==> src/rtl/prog_tt_pkg.sv <==
// Shared types and helpers for the programmable truth-table block.
package prog_tt_pkg;

  localparam int N_IN_MIN = 1;
  localparam int N_IN_MAX = 6;

  typedef enum logic [1:0] {
    IDLE   = 2'd0,
    LOAD   = 2'd1,
    COMMIT = 2'd2
  } loader_state_e;

  // Row 0 lives in the table MSB, so row idx maps to bit (2**n_in - 1 - idx).
  function automatic int tt_bit_pos(input int idx, input int n_in);
    return (1 << n_in) - 1 - idx;
  endfunction

endpackage

==> src/rtl/prog_tt_loader.sv <==
// Serial truth-table loader: collects 2**N_IN bits MSB first into a shadow
// register and signals a one-cycle commit once the last bit has arrived.
module prog_tt_loader
  import prog_tt_pkg::*;
#(
  parameter int N_IN = 3
) (
  input  logic                 clk,
  input  logic                 rst,
  input  logic                 cfg_start,
  input  logic                 cfg_bit,
  input  logic                 cfg_bit_valid,
  output logic [2**N_IN-1:0]   shadow,
  output logic                 cfg_busy,
  output logic                 cfg_done
);

  localparam int W  = 2**N_IN;
  localparam int CW = $clog2(W) + 1;

  loader_state_e  state;
  logic [CW-1:0]  bit_cnt;

  // A start in LOAD restarts from scratch; a start in COMMIT is dropped.
  always_ff @(posedge clk or posedge rst) begin
    if (rst) begin
      state   <= IDLE;
      bit_cnt <= '0;
      shadow  <= '0;
    end else begin
      case (state)
        IDLE: begin
          if (cfg_start) begin
            state   <= LOAD;
            bit_cnt <= '0;
            shadow  <= '0;
          end
        end
        LOAD: begin
          if (cfg_start) begin
            bit_cnt <= '0;
            shadow  <= '0;
          end else if (cfg_bit_valid) begin
            shadow  <= {shadow[W-2:0], cfg_bit};
            bit_cnt <= bit_cnt + 1'b1;
            if (bit_cnt == CW'(W - 1)) begin
              state <= COMMIT;
            end
          end
        end
        COMMIT: begin
          state <= IDLE;
        end
        default: begin
          state <= IDLE;
        end
      endcase
    end
  end

  assign cfg_busy = (state != IDLE);
  assign cfg_done = (state == COMMIT);

endmodule

==> src/rtl/prog_truth_table.sv <==
// Programmable N_IN-input truth table: two-stage evaluation pipeline reading
// an active table that is swapped atomically by the serial loader.
module prog_truth_table
  import prog_tt_pkg::*;
#(
  parameter int                N_IN       = 3,
  parameter logic [2**N_IN-1:0] TT_DEFAULT = 8'hCE
) (
  input  logic            clk,
  input  logic            rst,
  input  logic [N_IN-1:0] in,
  input  logic            in_valid,
  output logic            out,
  output logic            out_valid,
  input  logic            cfg_start,
  input  logic            cfg_bit,
  input  logic            cfg_bit_valid,
  output logic            cfg_busy,
  output logic            cfg_done
);

  localparam int W = 2**N_IN;

  logic [W-1:0]    active_tt;
  logic [W-1:0]    shadow;
  logic [N_IN-1:0] s1_in;
  logic            s1_valid;
  logic [N_IN-1:0] bit_pos;

  prog_tt_loader #(.N_IN(N_IN)) u_loader (
    .clk           (clk),
    .rst           (rst),
    .cfg_start     (cfg_start),
    .cfg_bit       (cfg_bit),
    .cfg_bit_valid (cfg_bit_valid),
    .shadow        (shadow),
    .cfg_busy      (cfg_busy),
    .cfg_done      (cfg_done)
  );

  // The swap lands on the edge ending COMMIT, so that cycle's lookup still sees the old table.
  always_ff @(posedge clk or posedge rst) begin
    if (rst) begin
      active_tt <= TT_DEFAULT;
    end else if (cfg_done) begin
      active_tt <= shadow;
    end
  end

  assign bit_pos = N_IN'(tt_bit_pos(int'(s1_in), N_IN));

  always_ff @(posedge clk or posedge rst) begin
    if (rst) begin
      s1_in     <= '0;
      s1_valid  <= 1'b0;
      out       <= 1'b0;
      out_valid <= 1'b0;
    end else begin
      s1_in     <= in;
      s1_valid  <= in_valid;
      out_valid <= s1_valid;
      if (s1_valid) begin
        out <= active_tt[bit_pos];
      end
    end
  end

endmodule

==> config.mk <==
export PLATFORM = sky130hd
export DESIGN_NAME = prog_truth_table
export DESIGN_NICKNAME = d
export VERILOG_FILES = /design/src/rtl/prog_tt_pkg.sv /design/src/rtl/prog_tt_loader.sv /design/src/rtl/prog_truth_table.sv
export SDC_FILE = /design/constraint.sdc
export NUM_CORES = 1
export LEC_CHECK = 0
export BUFFER_PORTS_ARGS = -buffer_cell sky130_fd_sc_hd__buf_4
export CORE_AREA = 2 2 51 53
export DETAILED_ROUTE_END_ITERATION = 10
export DIE_AREA = 0 0 53 55
export PLACE_DENSITY = 0.82
export SETUP_SLACK_MARGIN = 0.1
export SYNTH_ARGS = -nofsm -noshare
export SYNTH_HDL_FRONTEND = slang
export SYNTH_SLANG_ARGS = --single-unit
==> constraint.sdc <==
create_clock -name clk -period 1.3 [get_ports clk]
set_clock_uncertainty 0.05 [all_clocks]
set_input_delay 0.065 -clock clk [delete_from_list [all_inputs] [get_ports clk]]
set_output_delay 0.065 -clock clk [all_outputs]
set_load 0.05 [all_outputs]
**Word-level counts from Yosys, hierarchy flattened**

Index checks and enable logic that the tools add are counted.

- Register bits: 28
- Word-level logic and storage cells: 39

- Add/subtract/negate cells: 2
- Order comparisons: 1
- Equal/unequal tests: 8
- Muxes and demuxes: 15
- Reductions and logical operators: 5

Operator list:

| operator | count |
|---|---|
| $mux 8 | 3 |
| $pmux 8 s2 | 1 |
| $mux 4 | 3 |
| $mux 2 | 4 |
| $pmux 4 s2 | 1 |
| $ne 2x2->1 const B | 3 |
| $add 4x1->4 const B | 1 |
| $eq 4x3->1 const B | 1 |
| $lt 3x4->1 const B | 1 |
| $pmux 2 s2 | 1 |
| $reduce_and 4->1 | 1 |
| $reduce_bool 2->1 | 2 |
| $bmux 1 s3 | 1 |
| $ne 3x3->1 const B | 1 |
| $reduce_and 3->1 | 1 |
| $sub 3x3->3 const A | 1 |
| $eq 2x1->1 const B | 1 |
| $eq 2x2->1 const B | 1 |
| $logic_not 2->1 | 1 |
| $ne 2x1->1 const B | 1 |
| $mux 1 | 1 |

**Logic depth before layout (Yosys ltp)**

- Depth in word-level cells: 5
- Gate-level depth with buffers: 4

**Cells and area by module**

A second synthesis with hierarchy kept.

- Cells, all modules: 86
- Area, all modules: 1174.9 um^2

By module, submodules not included:

| module | times used | cells each | area an instance (um^2) | sequential area each (um^2) |
|---|---|---|---|---|
| prog_tt_loader | 1 | 54 | 633.1 | 350.3 |
| prog_truth_table | 1 | 32 | 541.8 | 356.6 |

**Worst setup path after synthesis**

No wires, ideal clock.

- Path type: register to register
- Start point: register u_loader.state[0]
- End point: register active_tt[0]
- Arrival: 1.185 ns
- Data required time: 1.123 ns
- Path slack: -0.062 ns
- Cell stages (with the launch flop): 4
- Path buffers: 1
- Clock period less this slack: 1.362 ns
- Path through: dfrtp_1 -> nor2b_1 -> buf_2 -> mux2_1

- Cells in the longest elaborated chain, start to end: 1

Ends and longest elaborated chain:

| element | line | RTL |
|---|---|---|
| start, declared | prog_tt_loader.sv:21 | `loader_state_e state;` |
| start signal, assigned | prog_tt_loader.sv:27 | `state <= IDLE;` |
| start signal, assigned | prog_tt_loader.sv:34 | `state <= LOAD;` |
| start signal, assigned | prog_tt_loader.sv:47 | `state <= COMMIT;` |
| $eq 2x2->1 | prog_tt_loader.sv:62 | `assign cfg_done = (state == COMMIT);` |
| named net cfg_done | prog_truth_table.sv:19 | `output logic cfg_done` |
| end signal, assigned | prog_truth_table.sv:46 | `active_tt <= shadow;` |
| end, declared | prog_truth_table.sv:24 | `logic [W-1:0] active_tt;` |

The timed path passes the listed nets, and every way through them passes these cells.
A chain may end at the register's enable or synchronous reset.

**Worst setup path in the final report**

- Start point: register u_loader.state[1]
- End point: output cfg_busy

- Cells in the longest elaborated chain, start to end: 1

Ends and longest elaborated chain:

| element | line | RTL |
|---|---|---|
| $reduce_bool 2->1 | prog_tt_loader.sv:61 | `assign cfg_busy = (state != IDLE);` |
| end, declared | prog_truth_table.sv:18 | `output logic cfg_busy,` |

No other way between the ends.

==> impl_metrics.yaml <==
status:
  outcome: "complete, but fails checks"
  failed_checks: "setup timing"
timing:
  max_slew_margin_pct: 76.9
  period_needed_ns: 1.38
  min_period_over_period_pct: 106
  finalSetupViolations: 5
  fin_ws_ns: -0.0780
  hold_viol: 0
  max_freq_mhz: 726
  fin_tns_setup_ns: -0.112
  rsz0062_at_grt: "yes"
  maxSlewViolCount: 0
  worst_slew_pin_slew_ns: 0.346
place:
  post-place-ws_ns: -0.0191
  portBuffers: 12
  dpl.cell_count: 124
  hpwlAfterDp_mm: 1.39
  dpl_cell_area_um2: 1310
  globalplace.congestion: 0.725
die:
  rows: 18
  coreArea_um2: 2360
  ios: 13
  initial_core_util_pct: 48.1
  die_h_um: 55
  die_w_um: 53
  dieArea_um2: 2920
synthesis:
  synth_xor_area_share_pct: 0
  synth_top_family_by_area: "multiplexers"
  netlist_instances: 82
  synth_seq_area_share_pct: 62.2
  synth-adder-area-share_pct: 1.10
  synthSimpleGateAreaFrac_pct: 6.93
  synth_edf_count: 0
  ys_ff_latch: 28
  mappedNetlistNets: 92
  synthesis.area_um2: 1140
  synth_cell_types: 26
  ys.flop_type: "dfrtp_1"
  synth_compound_area_share_pct: 10.6
  ys_warn_count: 0
  synthMuxAreaShare_pct: 16.2
  postSynthAreaPerCell_um2: 13.9
  synthArstFlopShare_pct: 100
clocking:
  clkTransAtPathRegs_ns: 0.14
  clock_latency_ns: 0.32
  cts_buffer_depth: 2
  cts_tree: "yes"
  htreeDepth: 1
  cts_made_buffers: 3
  clockRootBuffer: "clkbuf_4"
  cts.sinks: 28
cells_and_area:
  n_fill_cell: 169
  syn2layout_area_growth_pct: 40.7
  fin_nets: 129
  final_cells: 148
  drive_gt1_share_pct: 48.3
  utilization_pct: 67.7
  n_antenna_cell: 0
  design_area_um2: 1600
global_route:
  grt_first_pass_wirelength_mm: 3.50
  track_usage_pct: 17.8
  grt_overflow_total: 0
  grt_start_max_net_pins: 29
  grt_pass1_vias: 742
  antenna_found_initial: 0
routing:
  wire_per_inst_um: 15.1
  drt-total-wl_mm: 2.24
  dr.first_iter.drc_count: 6
  drc: 0
  vias_per_cell: 5.27
  num_vias: 780
  drtAntennaViolNets: 0
  first_pass_iters: 4
critical_path:
  end_kind: "output pin"
  startpoint_type: "flip-flop"
  critical_path.startpoint: "u_loader.state[1]"
  critPathKind: "reg2out"
  arrival_ns: 1.26
  regToRegStartpoint: "active_tt[1]"
  crit_fanout: 3
  worstPathRequired_ns: 1.19
power_and_ir_drop:
  powerDensity_nw_per_um2: 875
  ir_drop_v: 0.000820
  power.leakage_nw: 0.733
job:
  drv_cap: 0
min_path:
  hp-class: "in2reg"
  min_from: "cfg_bit_valid"
## what timing repair did
action,in CTS,in global routing
endpoints found under the setup margin,23,25
hold endpoints to repair,32,0
gates cloned,1,0
buffers inserted,8,4
gates resized for setup,17,4
pin swaps,7,11
hold buffers,7,0
## registers in the layout (all words and copies together), names as in the netlist
register,flops
s1_valid,1
u_loader.bit_cnt,4
active_tt,8
out_valid,1
u_loader.state,2
out,1
u_loader.shadow,8
s1_in,3
## cells in the final DEF, fill, tap and decap left out, types with 5 or more instances in the layout
cell / Yosys / routed
buf_6: 1 / 5
buf_4: 0 / 21
dlygate4sd3_1: 0 / 7
dfstp_2: 5 / 5
dfrtp_1: 23 / 22
mux2i_1: 6 / 6
a22o_1: 8 / 8
mux2_4: 0 / 8
## synth_stat cells (2+ instances only)
cell type	instances	share of area [%]
mux2_1	8	7.9
dfrtp_1	23	51
a21oi_1	2	0.88
inv_1	3	0.99
dfstp_2	5	12
mux2i_1	6	5.3
nor2_1	3	0.99
o21ai_1	3	1.3
a22o_1	8	6.2
clkbuf_1	2	0.66
nand2_1	4	1.3
## report_power, final
group          switching, mW  internal [mW]
Clock                  0.237          0.120
Combinational         0.0625         0.0725
Sequential            0.0181          0.889
Total                  0.318           1.08
## layer usage
layer / global-route usage, % / vias to the layer above / routed length (µm)
met2: 31.5 / 12 / 1240
met5: 0 / - / 0
met3: 5.65 / 2 / 75
met1: 21.4 / 398 / 922
met4: 3.85 / 0 / 8
li1: - / 368 / -
## stage by stage
| step | power [mW] | hold slack, ns |
|---|---|---|
| CTS | 1.40 | 0.0263 |
| global route | 1.47 | 0.0271 |
| detailed placement | 1.01 | 0.0990 |
| global placement | 1.00 | 0.0962 |
| floorplan | 0.974 | 0.0464 |
| finish | 1.40 | 0.0438 |
## worst max-delay path, cell delays in order (launching register included)
cell     delay (ns)
dfrtp_1        0.44
buf_6          0.13
or2_4          0.22
buf_8          0.15
## path summary, 6_finish.rpt
check	to	slack, ns	cells after the start
max	cfg_busy	-0.08	3
min	u_loader.state[1]	0.04	3
max reg2reg	out	-0.02	3
min reg2reg	out_valid	0.38	0
max in group asynchronous	active_tt[3]	0.60	4
min in group asynchronous	u_loader.shadow[3]	0.29	4
## kinds of logic after synthesis
kind of cell | count (synthesis)
AOI/OAI and AO/OA | 16
adders and majority gates | 1
buffers and inverters | 7
DFF | 28
muxes | 16
and+or+nand+nor | 14
## cell type report
cell class / instances / area, µm² / area share (%)
Sequential cell: 28 / 708 / 44.3
Multi-Input combinational cell: 48 / 498 / 31.1
Timing Repair Buffer: 35 / 319 / 19.9
Tap cell: 30 / 37.5 / 2.35
Clock buffer: 4 / 26.3 / 1.64
Inverter: 3 / 11.3 / 0.704
Note: power is estimated with default switching activity, not from simulation.
